<file path="src/rtl/skipring_mc.sv">
// skipring_mc: multi-channel, variable-length pulse-skip ring.
//
// A shared position pointer walks 0..len_q-1, one position per cycle with E
// high. Each channel emits a one-cycle clock-enable strobe on the steps where
// its live mask bit at the current position is 1. This block produces enable
// strobes only; it never gates a clock.
//
// Mask and length updates are written into shadow registers by LOAD. They
// become live only on a wrap step, so every pattern period runs unbroken.
//
// Ports:
//   iCLK     system clock, all logic on posedge
//   RST      synchronous reset, active-high
//   E        advance enable, one ring step per cycle sampled high
//   LOAD     capture MASK_IN / LEN_SEL into the shadow registers
//   MASK_IN  per-channel masks, channel c = MASK_IN[c*LEN +: LEN], bit i = position i
//   LEN_SEL  requested ring length; 0 or a value above LEN selects LEN
//   oSTB     registered one-cycle strobe per channel
//   oB0      live mask bit at the current position (register-only path)
//   oWRAP    registered one-cycle pulse when the last position is consumed
//   oPOS     current position pointer
//   oCNT     per-channel 16-bit strobe counters
//
// Build option:
//   SKIPRING_MC_CNT_EN  when defined, oCNT[c*16 +: 16] counts cycles with
//                       oSTB[c]=1 (wrapping at 0xFFFF); when undefined the
//                       counters are not built and oCNT is tied to 0.

module skipring_mc #(
    parameter int              LEN          = 16,
    parameter int              NCH          = 2,
    parameter logic [LEN-1:0]  DEFAULT_MASK = 16'b0011010001000101
) (
    input  logic                       iCLK,
    input  logic                       RST,
    input  logic                       E,
    input  logic                       LOAD,
    input  logic [NCH*LEN-1:0]         MASK_IN,
    input  logic [$clog2(LEN+1)-1:0]   LEN_SEL,
    output logic [NCH-1:0]             oSTB,
    output logic [NCH-1:0]             oB0,
    output logic                       oWRAP,
    output logic [$clog2(LEN)-1:0]     oPOS,
    output logic [NCH*16-1:0]          oCNT
);

    localparam int LW = $clog2(LEN + 1);
    localparam int PW = $clog2(LEN);

    logic [LEN-1:0] live   [NCH];
    logic [LEN-1:0] shadow [NCH];
    logic [LW-1:0]  len_q;
    logic [LW-1:0]  shadow_len;
    logic [LW-1:0]  len_in;
    logic           pend;
    logic [PW-1:0]  pos;
    logic [PW-1:0]  pos_nxt;
    logic           last_pos;
    logic           wrap_step;

    // Out-of-range requests fall back to the full ring.
    always_comb begin
        len_in = LEN_SEL;
        if (LEN_SEL == '0 || LEN_SEL > LW'(LEN))
            len_in = LW'(LEN);
    end

    // len_q is never below 1, so len_q-1 never underflows.
    always_comb begin
        last_pos  = (LW'(pos) == (len_q - LW'(1)));
        wrap_step = E & last_pos;
        pos_nxt   = pos;
        if (wrap_step)
            pos_nxt = '0;
        else if (E)
            pos_nxt = pos + PW'(1);
    end

    always_ff @(posedge iCLK) begin
        if (RST) begin
            pos        <= '0;
            len_q      <= LW'(LEN);
            shadow_len <= LW'(LEN);
            pend       <= 1'b0;
            oSTB       <= '0;
            oWRAP      <= 1'b0;
            for (int c = 0; c < NCH; c++) begin
                live[c]   <= DEFAULT_MASK;
                shadow[c] <= DEFAULT_MASK;
            end
        end else begin
            pos   <= pos_nxt;
            oWRAP <= wrap_step;
            // The wrap-step strobe still reads the outgoing mask: the last
            // position belongs to the period that is ending.
            for (int c = 0; c < NCH; c++)
                oSTB[c] <= E & live[c][pos];

            if (LOAD) begin
                shadow_len <= len_in;
                for (int c = 0; c < NCH; c++)
                    shadow[c] <= MASK_IN[c*LEN +: LEN];
            end

            // A load coinciding with the wrap step goes straight to live,
            // skipping the shadow stage; otherwise a pending shadow commits.
            if (wrap_step && LOAD) begin
                len_q <= len_in;
                pend  <= 1'b0;
                for (int c = 0; c < NCH; c++)
                    live[c] <= MASK_IN[c*LEN +: LEN];
            end else if (wrap_step && pend) begin
                len_q <= shadow_len;
                pend  <= 1'b0;
                for (int c = 0; c < NCH; c++)
                    live[c] <= shadow[c];
            end else if (LOAD) begin
                pend <= 1'b1;
            end
        end
    end

    always_comb begin
        for (int c = 0; c < NCH; c++)
            oB0[c] = live[c][pos];
    end

    assign oPOS = pos;

`ifdef SKIPRING_MC_CNT_EN
    logic [15:0] cnt [NCH];

    always_ff @(posedge iCLK) begin
        if (RST) begin
            for (int c = 0; c < NCH; c++)
                cnt[c] <= '0;
        end else begin
            for (int c = 0; c < NCH; c++)
                if (oSTB[c])
                    cnt[c] <= cnt[c] + 16'd1;
        end
    end

    always_comb begin
        oCNT = '0;
        for (int c = 0; c < NCH; c++)
            oCNT[c*16 +: 16] = cnt[c];
    end
`else
    assign oCNT = '0;
`endif

endmodule

</file>
<file path="config.mk">
export PLATFORM = sky130hd
export DESIGN_NAME = skipring_mc
export DESIGN_NICKNAME = d
export VERILOG_FILES = /design/src/rtl/skipring_mc.sv
export SDC_FILE = /design/constraint.sdc
export NUM_CORES = 1
export LEC_CHECK = 0
export ABC_AREA = 1
export CAP_MARGIN = 20
export CORE_ASPECT_RATIO = 1.5
export CORE_MARGIN = 2
export CORE_UTILIZATION = 52
export CTS_CLUSTER_DIAMETER = 150
export DETAILED_ROUTE_END_ITERATION = 10
export MAX_ROUTING_LAYER = met4
export PLACE_DENSITY = 0.82
export SKIP_LAST_GASP = 1
export SYNTH_ARGS = -nofsm -noshare
export SYNTH_HDL_FRONTEND = slang
export SYNTH_SLANG_ARGS = --single-unit
export TNS_END_PERCENT = 50
</file>
<file path="constraint.sdc">
create_clock -name iCLK -period 2.66 [get_ports iCLK]
set_input_delay 0.399 -clock iCLK [delete_from_list [all_inputs] [get_ports iCLK]]
set_output_delay 0.399 -clock iCLK [all_outputs]
set_load 0.1 [all_outputs]
</file>
# --- Word-level counts from Yosys, hierarchy flattened ---
# Memory sizes are Yosys's and may differ from the RTL's.
# Index checks and enable logic that the tools add are counted.
totals:
  reg_bits: 18
  ramBits: 64
  inputBits: 41
  elab_cells: 54
  n_memories: 2
memory_table:
  columns: ["name", "words", "word_bits", "rd", "rd_clocked_by_memory_dff", "write_ports", "line_no", "source"]
  rows:
  - ["live", 2, 16, 2, 0, 2, "50", "logic [LEN-1:0] live [NCH];"]
  - ["shadow", 2, 16, 2, 0, 2, "51", "logic [LEN-1:0] shadow [NCH];"]
op_classes:
  addsub: 2
  magnitude_cmp: 2
  n_eq_ne: 1
  muxes: 25
  n_bitwise: 9
  reduce_logical: 7
ops:
  columns: ["cell", "n"]
  rows:
  - ["two-way mux 16 bit", 6]
  - ["two-way mux 5 bit", 3]
  - ["two-way mux 1 bit", 14]
  - ["binary-select mux 1 bit (select 4 bit)", 2]
  - ["OR 1 bit", 6]
  - ["== test 4 x 5 -> 1 bit", 1]
  - ["greater-than comparator 5 bit, second input constant", 1]
  - ["zero test 5 bit", 1]
  - ["< comparator 4 x 5 -> 1 bit, second input constant", 1]
  - ["subtractor 5 x 1 -> 5 bit, second input constant", 1]
  - ["adder 4 x 1 -> 4 bit, second input constant", 1]
  - ["bitwise AND 1 bit", 3]
  - ["OR reduction 3 bit", 1]
  - ["logical AND 1 bit", 2]
  - ["nonzero test 2 bit", 1]
  - ["OR reduction 2 bit", 1]
  - ["logical OR 1 bit", 1]

# --- Depth between registers and ports, before layout ---
logic_depth:
  ltp_word: 9
  ltp_mapped: 13
  ltp_nobuf: 12

# --- Worst setup path after synthesis ---
# OpenSTA, ideal clock, no wires.
synth_timing:
  kind: "reg2out"
  start: "register pos[0] (netlist: oPOS[0])"
  end: "output port oB0[0]"
  t_arrival_ns: 2.585
  setup_slack_ns: -0.324
  path_stages_with_launch: 7
  n_path_buf: 2
  path_cell_list: "dfxtp_1 buf_2 clkbuf_1 nor2_1 o211ai_1 nand3_1 nand2_1"
synth_between:
  elab_chain_cells: 2
synth_lines:
  columns: ["item", "line_no", "source"]
  rows:
  - ["from (decl)", "56", "logic [PW-1:0] pos;"]
  - ["from (signal assigned)", "92", "pos <= pos_nxt;"]
  - ["binary-select mux 1 bit (select 4 bit)", "125", "oB0[c] = live[c][pos];"]
  - ["two-way mux 1 bit (implied by the code)", "125", null]
  - ["to (decl)", "41", "output logic [NCH-1:0] oB0,"]
# No other way between the ends. The select of a mux whose other input is x is not followed.

# --- Final worst setup path ---
# Same ends and word-level chain as after synthesis.

==> qor.yml <==
outcome: "completed"
finalSetupTns_ns: 0
dr.pass1.iters: 4
core-area_um2: 7612
hold_path.class: "reg2reg"
initial_core_util_pct: 53.39
place_area_um2: 4538
crit_required_ns: 2.26
io_pins: 82
antenna_left: 0
startpoint: "oPOS[0]"
ir_drop_v: 0.0003913
synth_adder_area_share_pct: 0.9236
grt_remaining_overflow: 0
portBuffers: 49
grt_pass1_wl_um: 12950
synthTopCellsByCount: "78 x nand2_1, 64 x edfxtp_1, 49 x nor2_1"
drtIter0Drc: 187
ys_warn_count: 0
setup_violations: 0
grt_max_degree: 38
finalCritPeriodShare_pct: 85.72
drive_gt1_share_pct: 13.55
synth_compound_area_share_pct: 10.10
ys_top_cells_by_area: "edfxtp_1 47%, dfxtp_1 8.9%, nand2_1 7.2%"
max-cap-violations: 0
power.density_nw_per_um2: 700.8
diodes: 0
drt-vias-per-instance: 4.973
clockRootBuffer: "clkbuf_16"
clock-skew-final_ns: 0.005772
timing.rr.start: "len_q[0]"
wl_per_cell_um: 12.98
num-nets-final: 526
grt_pass1_vias: 2896
clock_latency_ns: 0.34
worstSetupStartpointType: "flip-flop"
synthSimpleGateAreaFrac_pct: 19.24
async_flop_share_pct: 0
dieArea_um2: 8553
postSynthCellCount: 434
p_total_mw: 3.420
hp-start: "shadow_len[3]"
synth_area_per_cell_um2: 9.364
cp.arrival_ns: 1.88
max_freq_mhz: 438.5
die_y_um: 112.3
ctsHoldBuffers: 0
ctsResizeCount: 0
die_x_um: 76.18
crit_path_end_kind: "output pin"
period_needed_ns: 2.280
htree_levels: 3
drc: 0
ys_ff_latch: 82
cp_max_fo: 15
setup.worst_path.class: "reg2out"
synth_top_family_by_area: "simple AND/OR/NAND/NOR gates"
synth_top_area_share_pct: 47.29
rows: 39
synth_area_leader_cell: "edfxtp_1"
cts_made_buffers: 9
yosysMostFrequentCell: "nand2_1"
vias: 2929
cts_setup_buffers: 0
yosysSeqAreaShare_pct: 56.16
synthMuxAreaShare_pct: 0
antenna_found_initial: 0
ys.flop_type: "edfxtp_1"
yosysUniqueCellTypes: 29
cts_tree: "built"
clockBufferDepth: 2
fin_util_pct: 64.12
syn_to_final_growth_pct: 20.10
final_cell_area_um2: 4881
wirelength_um: 7645
grtUsageTotal_pct: 19.72
slew_viol_final: 0
synth_edf_count: 64
synth_xor_area_share_pct: 0.8621
clock_sinks: 82
p_leak_nw: 1.971
synth_area_um2: 4064
gp_congestion: 0.8538
rsz0062_at_grt: "no"
hold_viol: 0
dp_hpwl_um: 5487
path_clk_slew_ns: 0.06
==> routing by layer <==
| layer | track usage, % | part of all wire [%] |
|---|---|---|
| met3 | 4.502 | 5.4 |
| met4 | 10.18 | 3.8 |
| met2 | 33.45 | 50 |
| met1 | 21.70 | 40 |
| met5 | - | 0 |
==> power by group <==
part           internal [mW]  leakage, nW  switching [mW]
registers               1.44        0.765          0.0249
logic                  0.130         1.05           0.407
clock network          0.915        0.158           0.500
total                   2.49         1.97           0.933
==> final timing paths <==
check                       end  slack [ns]  cells after the start
setup / recovery         oB0[0]        0.38                      8
hold / removal    shadow_len[3]        0.48                      2
setup reg to reg    live[0][10]        0.52                      8
hold reg to reg   shadow_len[3]        0.48                      2
==> cell families (layout without fill, tap and decap cells) <==
logic type      after synthesis  count (layout)
compound gates               69              69
xor+xnor                      4               4
fa+ha+maj                     3               3
buf+inv                      96             118
flops                        82              82
other cells                   1              32
simple gates                179             179
==> worst max-delay path, cell delays in order, from the launching register on <==
cell      delay [ns]
dfxtp_2         0.36
inv_1           0.32
nor2_1          0.08
nor2_1          0.10
o21ai_0         0.12
o211ai_1        0.11
nand3_1         0.14
nand2_1         0.13
buf_12          0.18
==> cell type report <==
class,instances,area [um^2]
clock buffers,9,225.2
clock inverters,7,117.6
fillers,596,2731
inverters,44,165.2
multi-input cells,287,1388
flip-flops and latches,82,2285
well taps,102,127.6
repair buffers,58,573.1
==> per-stage QoR <==
step / setup slack, ns / instances / hold WS (ns)
after floorplan: 0.03176 / 465 / 0.4446
after global placement: 0.4040 / 573 / 0.4736
after detailed placement: 0.3270 / 573 / 0.4779
after CTS: 0.3885 / 589 / 0.4862
after global routing: 0.2234 / 589 / 0.5179
final: 0.3797 / 589 / 0.4838
==> layout by cell type (no fill, tap or decap), drive strengths merged <==
cell type	count
a211oi	1
a21oi	16
and2	1
buf	18
bufinv	3
clkbuf	9
clkdlybuf4s50	40
clkinv	1
clkinvlp	3
conb	32
dfxtp	18
edfxtp	64
ha	3
inv	44
nand2	78
nand3	25
nand4	6
nor2	52
nor3	4
o211ai	8
o21ai	40
o22ai	4
or2	12
or4	1
xnor2	2
xor2	2
==> state kept, by name (all words and copies together) (netlist names) <==
| signal | cells |
|---|---|
| pend | 1 |
| oSTB | 2 |
| shadow_len | 5 |
| oPOS | 4 |
| shadow | 32 |
| len_q | 5 |
| oWRAP | 1 |
| live | 32 |
(Power assumes the default switching activity.)
